File: config.mk
export PLATFORM = sky130hd
export DESIGN_NAME = seq_detect_prog
export DESIGN_NICKNAME = d
export VERILOG_FILES = /design/src/rtl/seq_detect_prog.sv
export SDC_FILE = /design/constraint.sdc
export NUM_CORES = 1
export LEC_CHECK = 0
export BUFFER_PORTS_ARGS = -buffer_cell sky130_fd_sc_hd__buf_2
export CAP_MARGIN = 20
export CORE_MARGIN = 2
export CORE_UTILIZATION = 35
export DETAILED_ROUTE_END_ITERATION = 6
export GPL_ROUTABILITY_DRIVEN = 1
export PLACE_DENSITY = 0.55
export SYNTH_ARGS = -nofsm -noshare
export SYNTH_HDL_FRONTEND = slang
export SYNTH_SLANG_ARGS = --single-unit
File: constraint.sdc
create_clock -name clk -period 3.2 [get_ports clk]
set_input_delay 0.32 -clock clk [delete_from_list [all_inputs] [get_ports clk]]
set_output_delay 0.32 -clock clk [all_outputs]
set_load 0.05 [all_outputs]
File: src/rtl/seq_detect_prog.sv
// Runtime-programmable serial pattern detector: matches the last cfg_len accepted bits
// against a loaded pattern, pulses dout for one cycle per match, and counts matches.
module seq_detect_prog #(
    parameter int MAX_LEN       = 8,
    parameter int LEN_W         = $clog2(MAX_LEN) + 1,
    parameter int CNT_W         = 8,
    parameter int RESET_PATTERN = 'b1010,
    parameter int RESET_LEN     = 4,
    parameter bit RESET_OVERLAP = 1'b1
) (
    input  logic               clk,
    input  logic               reset,
    input  logic               cfg_load,
    input  logic [MAX_LEN-1:0] cfg_pattern,
    input  logic [LEN_W-1:0]   cfg_len,
    input  logic               cfg_overlap,
    input  logic               din_valid,
    input  logic               din,
    input  logic               cnt_clr,
    output logic               dout,
    output logic [CNT_W-1:0]   match_count,
    output logic               cnt_sat
);

    localparam logic [LEN_W-1:0] LEN_MAX = LEN_W'(MAX_LEN);
    localparam logic [LEN_W-1:0] LEN_ONE = LEN_W'(1);
    localparam logic [CNT_W-1:0] CNT_MAX = '1;

    function automatic logic [LEN_W-1:0] clamp_len(input logic [LEN_W-1:0] l);
        logic [LEN_W-1:0] r;
        if (l == '0)
            r = LEN_ONE;
        else if (l > LEN_MAX)
            r = LEN_MAX;
        else
            r = l;
        return r;
    endfunction

    logic [MAX_LEN-1:0] pat_q, hist_q, hist_d, hist_shift, mask;
    logic [LEN_W-1:0]   len_q, fill_q, fill_d, fill_inc;
    logic               ovl_q, dout_q, accept, hit;
    logic [CNT_W-1:0]   cnt_q, cnt_d;

    // din_valid qualifies din and there is no ready: every valid bit is consumed,
    // except in a cfg_load cycle, where the bit is dropped and detection restarts.
    always_comb begin
        accept     = din_valid && !cfg_load;
        hist_shift = {hist_q[MAX_LEN-2:0], din};
        fill_inc   = (fill_q >= len_q) ? fill_q : fill_q + LEN_ONE;
        mask       = '0;
        for (int i = 0; i < MAX_LEN; i++)
            mask[i] = (LEN_W'(i) < len_q);
        hit = accept && (fill_inc >= len_q) && (((hist_shift ^ pat_q) & mask) == '0);

        hist_d = hist_q;
        fill_d = fill_q;
        if (cfg_load) begin
            hist_d = '0;
            fill_d = '0;
        end else if (accept) begin
            if (hit && !ovl_q) begin
                hist_d = '0;
                fill_d = '0;
            end else begin
                hist_d = hist_shift;
                fill_d = fill_inc;
            end
        end

        // Clear is applied before the increment so clear+match yields 1.
        cnt_d = cnt_clr ? '0 : cnt_q;
        if (hit && cnt_d != CNT_MAX)
            cnt_d = cnt_d + 1'b1;
    end

    always_ff @(posedge clk) begin
        if (reset) begin
            pat_q  <= MAX_LEN'(RESET_PATTERN);
            len_q  <= clamp_len(LEN_W'(RESET_LEN));
            ovl_q  <= RESET_OVERLAP;
            hist_q <= '0;
            fill_q <= '0;
            dout_q <= 1'b0;
            cnt_q  <= '0;
        end else begin
            if (cfg_load) begin
                pat_q <= cfg_pattern;
                len_q <= clamp_len(cfg_len);
                ovl_q <= cfg_overlap;
            end
            hist_q <= hist_d;
            fill_q <= fill_d;
            dout_q <= hit;
            cnt_q  <= cnt_d;
        end
    end

    assign dout        = dout_q;
    assign match_count = cnt_q;
    assign cnt_sat     = &cnt_q;

endmodule

==> results.md, run 1 <==
Die:
- The chip height is 74.06 µm.
- In this run the core area contains 25 standard-cell rows.
- The initial core utilization is 36.37%.
- The region available for standard cell placement spans roughly 4700 µm².
- The die span in x is 74.06 µm.
- The floorplan step defined a die boundary enclosing 5485 µm².
- The count of pins on the block boundary is 29.

Timing:
- Clock skew on the completed layout was measured at 7.554 ps.
- The portion of the clock cycle consumed by the worst path in the final layout is 98.65%.
- The count of endpoints failing setup in the final report is 0.
- The final number of hold-violating endpoints is 0.
- At the pin with the least slew margin, the transition time is around 390 ps.
- After layout, the minimum clock period comes to 3157 ps.
- The tightest hold path in the finished design has a slack of 258.1 ps.
- Setup repair after global routing could not meet its margin everywhere.
- Setup slack closes at roughly 43 ps.
- The number of slew-limit violations in the final report is 0.
- The worst slew slack as a fraction of its limit is 74.26%.
- The top achievable clock speed is between 300 and 400 MHz.

Power:
- Across the VDD grid, the largest voltage drop is 233.0 µV.
- The share of total power dissipated in sequential elements is 49.8%.
- The leakage power total is 0.9965 nW.
- The switching fraction of total power is 24.78%.
- The part of the power in the clock network is 36.5%.
- The power dissipated by switching net loads is 0.2141 mW.
- The cell-internal power is 0.6498 mW.
- The power per unit of standard cell area is 382.5 nW/µm².
- The share of power burned in combinational logic is 13.6%.

Global routing:
- The via count of the first global-routing pass is roughly 1400.
- The initial antenna violation count is 0.
- Entering global routing, the biggest net connects 19 pins.
- The global-route total usage across every layer is 15.94%.
- The total congestion overflow is 0.
- The global-route wire length before repair is about 6.6 mm.

Critical path:
- In this design, the largest share of critical-path delay is due to compound AO/OA/AOI/OAI gates.
- The data arrival time of the critical path is between 3000 and 4000 ps.
- Of all nets on the critical path, the largest fanout is 6.
- In this design, the stage delay of the slowest critical-path cell is 410 ps.
- The count of cells along the worst register-to-register path is 13.
- Together, buffers and inverters on the worst path number 2.
- In this run the number of cells on the critical path is 13.
- The endpoint class of the critical path is a flip-flop.
- Data on the critical path is required at its endpoint by roughly 3400 ps.
- The critical path goes through inv_2 > ha_4 > nand2b_4 > a21oi_4 > o21ai_4 > mux2_4 > ha_4 > o21ai_2 > a221o_1 > or3_4 > buf_6 > nor4_4 > mux2_4.
- The critical path launch point type is a flip-flop.
- The startpoint-to-endpoint class of the critical path is flip-flop to flip-flop.
- The slowest stage of the critical path is the or3_4 cell.

Run:
- The total of max-cap violations is 0.

Synthesis:
- The number of library cell types mapped by synthesis is 42.
- The total nets after synthesis is 218.
- The instance count of the mapped netlist is 189.
- The Yosys step of the flow raised 0 warnings.
- The fraction of registers with async set/reset is 0%.
- The most used flip-flop cell after synthesis is dfxtp_1.
- Sequential elements use 38.46% of the synthesized area.
- The post-synthesis register bit count is 33.
- In this run the mean area of a mapped cell was 9.089 µm².
- Yosys mapped a number of flops with a built-in enable equal to 0.
- The area of the mapped netlist is approximately 1700 µm².

Outcome:
- The run finished with clean final reports.

Placed design:
- The post-placement worst setup slack is -48.56 ps.
- Buffers placed on the I/O ports in this run total 28.
- The post-place instance area is 2083 µm².
- The number of cells after detailed placement is 292.
- The HPWL reported at the end of detailed placement is about 3.0 mm.
- Routability-driven placement finished with a final weighted congestion of 0.7657.

Clock network:
- The number of sinks handled by clock tree synthesis is 33.
- The maximum clock insertion buffer count is 2.
- The clock tree from TritonCTS is yes.
- The total number of H-tree levels is 2.
- After clock tree synthesis, the clock-pin slew on the worst setup and hold paths is 70 ps.
- The later pin in the worst-skew pair is clocked with a latency of between 200 and 300 ps.
- CTS placed an instance of clkbuf_8 at the clock tree root.
- The number of hold buffers added after CTS is 0.
- The number of clock buffers added by TritonCTS is 5.

Route:
- The vias after detailed routing is around 1500.
- In this run the remaining antenna-violating nets after routing total 0.
- Using the TritonRoute via totals, the vias-per-cell ratio works out to around 5.
- The detailed-router iteration count before antenna repair is 4.
- In the final routed layout, each cell accounts on average for 13.60 µm.
- The final wirelength is 4.066 mm.
- The residual DRC count is 0.
- The number of design-rule violations left by the first detailed-router iteration is 65.

Finish:
- The final design utilization is between 40% and 50%.
- The post-layout instance count excluding filler cells is ~300.
- The final instance area is 2258 µm².
- The number of antenna diodes in the final layout is 0.
- The share of layout cells above drive strength 1 is 34.05%.
- For this run, the post-layout net count is 261.
- The synthesis-to-finish area growth is 31.46%.

Hold path:
- The worst hold path depth is 3.
- The min-delay analysis places its worst path in the category input port to flip-flop.
==> worst paths after layout <==
check | from | to | slack [ps]
worst max-delay path | fill_q[0]$_SDFFE_PP0P_ | match_count[5]$_SDFF_PP0_ | 40
worst min-delay path | cfg_pattern[1] | pat_q[1]$_SDFFE_PP1P_ | 260
worst max register to register | fill_q[0]$_SDFFE_PP0P_ | match_count[5]$_SDFF_PP0_ | 40
worst min register to register | hist_q[6]$_SDFFE_PP0P_ | hist_q[6]$_SDFFE_PP0P_ | 510
==> placed cells by master (no fill, tap or decap), types with 6 or more instances in the layout <==
cell type / Yosys / layout
a22o_1: 10 / 10
nand2_1: 12 / 12
clkbuf_8: 0 / 6
a21oi_1: 10 / 8
nor2_1: 20 / 18
inv_1: 10 / 8
mux2i_1: 10 / 10
buf_2: 0 / 28
buf_4: 1 / 14
xor2_1: 8 / 7
dfxtp_1: 33 / 29
==> worst min-delay path, stage by stage <==
cell	delay [ps]
buf_2	80
mux2i_1	60
nand2_1	60
==> sequential cells by signal, summed over array words and instances (netlist names) <==
signal / flops
len_q: 4
ovl_q: 1
hist_q: 7
dout: 1
match_count: 8
pat_q: 8
fill_q: 4
==> repair_timing <==
item	CTS	global route
pin swaps	5	4
setup buffers	0	0
resized for setup	0	19
endpoints found under the setup margin	2	18
==> metal layers <==
layer	up-vias	track usage (%)	wire, µm
met3	4	4.201	172
met5	-	0	0
met1	696	23.04	2081
li1	766	-	-
met4	0	5.455	44
met2	25	22.92	1767
==> Yosys cell counts (2+ instances only) <==
cell type  number  area, µm²
nand2_1        12      45.04
nand4_1         3      18.77
xnor2_1         3      26.28
nor3_1          5      25.02
dfxtp_1        33      660.6
o41ai_1         3      26.28
nand3b_1        2      15.01
o21ai_0         6      30.03
a21oi_1        10      50.05
ha_1           10      125.1
nor2b_1         3      18.77
nor2_1         20      75.07
xor2_1          8      70.07
mux2i_1        10      100.1
inv_1          10      37.54
and3_1          5      31.28
clkbuf_1        6      22.52
nand3_1         3      15.01
mux2_2          2      22.52
a22o_1         10      87.58
or4_1           3      22.52
a21boi_1        2      15.01
==> power groups by stage <==
| stage | combinational (mW) | sequential (mW) | clock, mW |
|---|---|---|---|
| after detailed placement | 0.110 | 0.439 | 0 |
| final | 0.118 | 0.430 | 0.316 |
| after CTS | 0.110 | 0.430 | 0.326 |
| after global placement | 0.109 | 0.439 | 0 |
| after floorplan | 0.0671 | 0.440 | 0 |
| after global routing | 0.131 | 0.431 | 0.345 |
==> through the flow <==
stage	power (mW)	TNS [ps]
final	0.8639	0
after global routing	0.9078	-140.6
after CTS	0.8667	0
after detailed placement	0.5496	-48.56
after global placement	0.5487	0
after floorplan	0.5069	0
==> kinds of logic after synthesis <==
family,share of synthesized area [%]
compound gates,17.70
xor+xnor,5.609
fa+ha+maj,7.283
buf+inv,4.152
flops,38.46
mux,7.793
simple gates,19.01
==> area by class of cell <==
type,count,area (µm²)
flip-flops and latches,33,665.6
repair buffers,44,267.8
clock buffers,7,86.33
well taps,67,83.83
fillers,468,2465
inverters,10,37.54
multi-input cells,138,1117
Power figures use the tool's default switching activity.
==> run 2: changes to the inputs <==
Settings changed: CORE_UTILIZATION 35 to 50, PLACE_DENSITY 0.55 to 0.74.
==> run 2 against run 1 <==
  * Wire length is 2.0% higher
  * Largest power group unchanged
  * Non-clock buffer count shrank 1
  * Clock power fell by 34%
  * Sequential power is essentially flat
  * Combinational power about the same
==> results.md, run 2 (synthesis results as in run 1) <==
Route:
- Summed over all layers, the routed wires come to 4.146 mm.
- The residual DRC count is 0.
- The number of design-rule violations left by the first detailed-router iteration is 73.
- The per-cell routed wire length is ~15 µm.
- The via-per-instance ratio is 5.728.
- The vias after detailed routing is 1581.
- Once detail routing completed, the nets flagged for antenna violations numbered 0.
- Before antenna repair, the detailed router went through 4 iterations.

Critical path:
- STA puts the critical path data required time at ~3400 ps.
- The capturing point of the worst reg2reg path is match_count[6]$_SDFF_PP0_.
- The startpoint-to-endpoint class of the critical path is flip-flop to flip-flop.
- The worst setup path is captured at a flip-flop.
- The combined buffer and inverter count along the critical path is 1.
- On the critical path, the stage with the largest delay is an instance of or4_4.
- The largest single stage delay on the critical path is 510 ps.
- The worst register-to-register path has a depth of 12.
- The number of cells on the critical path is 12.
- The signal on the critical path passes through inv_4 > ha_4 > nand2b_4 > a21oi_4 > o21ai_4 > mux2_4 > ha_4 > o21ai_2 > a221o_1 > or3_4 > or4_4 > and3_4.
- The worst reg-to-reg setup slack is slightly below 50 ps.
- The cell type group with the largest total delay on the critical path is simple AND/OR/NAND/NOR gates.
- Along the worst path, the maximum fanout reaches 6.
- Counting stages on the worst path, the most repeated cell is ha_4.
- The reg-to-reg startpoint is fill_q[0]$_SDFFE_PP0P_.
- STA classifies the critical path startpoint as a flip-flop.
- The data arrival time of the critical path is 3390 ps.

Power:
- For this design the ratio of total power to cell area is 351.2 nW/µm².
- In this run the static leakage power is a little under 1 nW.
- The worst-case IR drop observed on VDD is 258.3 µV.
- The overall power of the completed layout is 0.7554 mW.

Clock network:
- The post-CTS clock slew at the launch and capture registers of the worst setup and hold paths is 90 ps.
- TritonCTS built the clock tree.
- The maximum clock insertion buffer count is 2.
- The root buffer cell chosen for the clock tree is clkbuf_4.
- Clock tree synthesis inserted a total of 5 buffers.
- The H-tree generated during clock tree synthesis spans 2 levels.
- Buffers inserted to repair hold after CTS numbered 0.
- The clock net in this run drives a total of 33 sinks.
- The clock reaches the later pin of the worst-skew pair after 340 ps.

Timing:
- The worst clock skew on the final layout is 8.050 ps.
- Setup violations remaining at the end of the flow were counted as 0.
- After layout, the worst path uses 98.45% of the clock period.
- The worst slew slack as a fraction of its limit is 60.61%.
- The final number of hold-violating endpoints is 0.
- Setup repair after global routing could not meet its margin everywhere.
- Static timing analysis puts the maximum clock frequency at 317.4 MHz.
- For the pin with the worst max-slew slack, the measured transition is roughly 590 ps.
- The number of slew-limit violations in the final report is 0.
- The routed design could run at a clock period as short as 3151 ps.
- The accumulated negative setup slack is 0 ps.

Global routing:
- Across every metal layer, demand over resource in global routing totals roughly 22%.
- The via count of the first global-routing pass is 1473.
- The global-route wire length before repair is 6.762 mm.
- The initial antenna violation count is 0.
- Global routing finished with a remaining overflow of 0.
- The maximum number of pins on one net before global-route repair is 19.

Placed design:
- Detailed placement finished with a half-perimeter wire length of 3.142 mm.
- At the end of routability-driven placement, the weighted congestion stood at 0.9064.
- The number of cells after detailed placement is 268.
- The placed instances occupy a cell area of 2034 µm².
- The number of port buffers is 28.

Hold path:
- The type of the tightest min-delay check is input port to flip-flop.
- The worst hold path passes through 3 cells.
- The path with the worst hold slack has its endpoint at ovl_q$_SDFFE_PP1P_.
- The startpoint identified for the worst hold timing path is cfg_overlap.

Die:
- From bottom edge to top edge, the die measures 62.62 µm.
- The die span in x is about 63 µm.
- For this design the top-level I/O count stands at 29.
- Once the floorplan was initialized, standard cells occupied 51.89% of the core.
- The die covers 3921 µm².
- The area of the placeable core is 3311 µm².
- The floorplan has 21 rows.

Finish:
- The number of fill cells in the layout is 299.
- The synthesis-to-finish area growth is 25.20%.
- The final instance area is 2151 µm².
- The area occupied by registers is about 670 µm².
- The post-layout instance count excluding filler cells is about 280.
- The top cell types in the final layout, fill and taps aside, are dfxtp_1 (28), buf_2 (28), nor2_1 (20), buf_4 (15), nand2_1 (12).
- The multi-input combinational cells in the finished layout cover a total of 1091 µm².
- After the last flow step, the layout net total stands at 260.
- Measured on the finished design, the core utilization comes to ~65%.
- The count of antenna diodes in the layout is 0.
- Cells with a size suffix above 1 make up 32.61% of the layout.

Outcome:
- The run finished with clean final reports.

Run:
- The total of max-cap violations is 0.
[run 2: timing repair]
action	in CTS	in global routing
hold endpoints to repair	0	0
pin swaps	1	1
resized for setup	0	13
buffers inserted	0	2
setup endpoints to repair	4	17
[run 2: worst min-delay path, cell delays in order]
cell and delay (ps):
buf_2 80, mux2i_1 50, nand2_1 60
[run 2: routing by layer]
layer  track usage, %  vias up  part of all wire (%)
li1                 -      767                     -
met1            27.62      767                    45
met2            36.69       40                    49
met3            5.766        7                   4.6
met4            5.833        0                   1.4
met5                0        -                     0
[run 2: layout make-up]
cell class,count,area share [%]
well taps,46,2.676
repair buffers,43,11.75
inverters,10,1.862
multi-input cells,138,50.73
clock buffers,5,1.745
flip-flops and latches,33,31.01
clock inverters,1,0.2327
[run 2: per-stage QoR]
step	hold slack (ps)	worst slack (ps)
finish	200.9	49.50
global route	203.4	-55.90
CTS	199.8	8.151
detailed placement	485.5	-42.59
global placement	483.3	40.11
floorplan	441.9	26.66
[run 2: worst max-delay path by stage]
stage	slack, ps	end	startpoint
after floorplan	30	match_count[6]$_SDFF_PP0_	fill_q[0]$_SDFFE_PP0P_
after global placement	40	match_count[6]$_SDFF_PP0_	fill_q[0]$_SDFFE_PP0P_
after detailed placement	-40	match_count[6]$_SDFF_PP0_	fill_q[0]$_SDFFE_PP0P_
after CTS	8	match_count[6]$_SDFF_PP0_	fill_q[0]$_SDFFE_PP0P_
after global routing	-60	match_count[6]$_SDFF_PP0_	fill_q[0]$_SDFFE_PP0P_
final	50	match_count[6]$_SDFF_PP0_	fill_q[0]$_SDFFE_PP0P_
[run 2: power breakdown]
| part | internal (mW) | leakage, nW | switching (mW) |
|---|---|---|---|
| Clock | 0.0760 | 0.0269 | 0.131 |
| Combinational | 0.0567 | 0.678 | 0.0612 |
| Sequential | 0.422 | 0.270 | 0.00880 |
==> run 3: changes to the inputs <==
Settings changed: PLACE_DENSITY 0.74 to unset, PLACE_DENSITY_LB_ADDON set to 0.12.
==> run 3 against run 2 <==
  * Global-route usage shrank 0.49 points
  * Combinational power is essentially flat
  * Wire length fell by 3.0%
  * Clock power grew 16%
  * First-iteration DRC count increased by 42%
  * Largest power group unchanged
  * The run now ends with setup timing left
  * Count of clock-buffer cells in the layout is 1 higher
  * Sequential share of layout area fell by 0.98 points
  * Fmax down 2.1%
  * Register-to-register slack lost 70 ps
  * Sequential cell count is the same
==> results.md, run 3 (synthesis results as in run 1) <==
Outcome:
- The run finished, with violations left.
- The checks that failed: setup timing.

Die:
- The area of the placeable core is 3311 µm².
- Row generation in the floorplan step produced 21 rows.
- The die is ~63 µm wide.
- The area enclosed by the die boundary is 3921 µm².
- The chip height is between 60 and 70 µm.
- 29 I/O pins were placed.
- The initial utilization of the core area, before any placement, comes to 51.89%.

Timing:
- The worst hold slack is 210.6 ps.
- The worst setup slack after layout is -19.16 ps.
- The worst slew slack as a fraction of its limit is between 70% and 80%.
- The worst clock skew on the final layout is 14.94 ps.
- The top achievable clock speed is approximately 310 MHz.
- The final number of hold-violating endpoints is 0.
- Dividing the final minimum period by the clock period gives 100.6%.
- The actual slew at the worst max-slew pin is 387.3 ps.
- The final period demand of the worst path is 3219 ps.
- Setup violations remaining at the end of the flow were counted as 1.
- The number of slew-limit violations in the final report came to 0.
- Setup repair after global routing could not meet its margin everywhere.

Clock network:
- Clock-pin slew was measured on the worst setup and hold paths at 110 ps.
- The clock tree from TritonCTS is yes.
- The number of hold buffers added after CTS was 0.
- The total number of H-tree levels is 2.
- The clock reaches the later pin of the worst-skew pair after 330 ps.
- The clock passes through at most 2 buffers.
- The clock net in this run drives a total of 33 sinks.
- The tree is rooted in a clkbuf_4.
- Buffers inserted during clock tree synthesis total 5.

Critical path:
- Along the worst path, the maximum fanout reaches 7.
- The worst setup path is launched from a flip-flop.
- The capturing point of the worst reg2reg path is match_count[6]$_SDFF_PP0_.
- The data arrival time of the critical path is 3440 ps.
- The startpoint identified for the worst register-to-register timing path is fill_q[3]$_SDFFE_PP0P_.
- For flop-to-flop paths, the worst setup slack is -20 ps.
- Data on the critical path is required at its endpoint by 3420 ps.
- The endpoint class of the critical path is a flip-flop.
- The count of cells along the worst register-to-register path is 10.
- The startpoint-to-endpoint class of the critical path is flip-flop to flip-flop.

Route:
- The number of design-rule violations left by the first detailed-router iteration is about 100.
- The detail route stage leaves a number of antenna-violating nets equal to 0.
- In the routed design, unresolved DRC markers number 0.
- The detailed router placed ~1600 vias in this run.
- Before antenna repair, the detailed router went through 4 iterations.
- After detailed routing, the total wire length is 4.022 mm.
- In the final routed layout, each cell accounts on average for 14.36 µm.
- After detailed routing, the number of vias per cell comes to 5.554.

Placed design:
- The post-placement worst setup slack is -34.72 ps.
- The HPWL reported at the end of detailed placement is 2.980 mm.
- The congestion estimate from routability-driven global placement came to 0.9294.
- The count of buffers added on input and output ports is 28.

Finish:
- The filler cells instantiated in the layout total 291.
- Compared with the post-synthesis result, the final layout area differs by 29.28%.
- The share of layout cells above drive strength 1 is 35.90%.
- The count of antenna diodes in the layout is 0.
- The number of nets at the end of the flow is ~260.
- The library cells used most frequently in the layout, excluding fill and tap cells, are dfxtp_1 (28), buf_2 (28), nor2_1 (18), buf_4 (18), nand2_1 (12).

Hold path:
- The start point of the worst hold path is cfg_overlap.
- The tightest min-delay check is of the input port to flip-flop type.
- The worst hold path terminates at ovl_q$_SDFFE_PP1P_.
- The worst hold path depth is 3.

Global routing:
- The maximum number of pins on one net before global-route repair is 19.
- The global-route total usage across every layer is 21.32%.
- The total overflow left after global routing is 0.
- The first global-routing pass estimated 6.679 mm of wire.
- The via count of the first global-routing pass is 1419.
- The initial antenna violation count is 0.

Power:
- In this run the power density over the cells is about 360 nW/µm².
- The worst-case IR drop observed on VDD is 294.5 µV.
- Summed over all cells, the static leakage comes to approximately 1 nW.

Run:
- The total of max-cap violations is 0.
==> run 3: cell types whose count changed in the layout (fill, tap and decap cells not counted), sizes merged <==
cell | previous run | this run
clkinvlp | 0 | 1
clkbuf | 5 | 6
clkinv | 1 | 0
buf | 43 | 46
==> run 3: cell type report <==
type                    instances  area (µm²)  share of cell area [%]
clock inverters                 1       7.507                  0.3380
well taps                      46       57.56                   2.592
repair buffers                 46       275.3                   12.39
multi-input cells             138        1125                   50.65
flip-flops and latches         33       666.9                   30.03
inverters                      10       37.54                   1.690
clock buffers                   6       51.30                   2.310
==> run 3: per-layer routing <==
metal	wire, µm	track usage (%)	vias to the layer above
met2	1840	30.91	39
li1	-	-	770
met4	49	6.667	0
met1	1954	31.63	738
met5	0	0	-
met3	177	4.324	8
==> run 3: where the power goes <==
group	internal (mW)	switching (mW)
sequential	0.422	0.00871
combinational	0.0588	0.0623
clock	0.103	0.137
==> run 3: repair_timing <==
item                       in CTS  in global routing
setup endpoints to repair       2                 18
gates resized for setup         3                 16
pin swaps                       4                  3
buffers inserted                1                  2
==> run 3: worst max-delay path by stage <==
stage | from | to | cells after the start
after CTS | len_q[0]$_SDFFE_PP0P_ | match_count[6]$_SDFF_PP0_ | 12
final | fill_q[3]$_SDFFE_PP0P_ | match_count[6]$_SDFF_PP0_ | 10
after detailed placement | fill_q[0]$_SDFFE_PP0P_ | match_count[6]$_SDFF_PP0_ | 12
after global routing | len_q[2]$_SDFFE_PP1P_ | match_count[6]$_SDFF_PP0_ | 11
after floorplan | fill_q[0]$_SDFFE_PP0P_ | match_count[6]$_SDFF_PP0_ | 12
after global placement | fill_q[0]$_SDFFE_PP0P_ | match_count[6]$_SDFF_PP0_ | 12
==> run 3: metrics by stage <==
stage                     power (mW)  TNS, ps  cell area [µm²]  utilization [%]  instances
after floorplan               0.5069        0             1777                -        189
after global placement        0.5455        0             2049            61.90        270
after detailed placement      0.5494   -51.77             2049            61.90        270
after CTS                     0.7849   -2.913             2128            64.29        278
after global routing          0.8296   -419.4             2221            67.08        280
final                         0.7920   -19.16             2221            67.08        280
==> run 3: critical path: stages, from the launching register on <==
cell	delay [ps]
dfxtp_1	390
ha_4	300
nand2_1	90
o21ai_4	250
mux2_4	350
ha_4	270
o21ai_2	40
a221o_1	330
or3_4	410
or4_1	510
and3_1	170
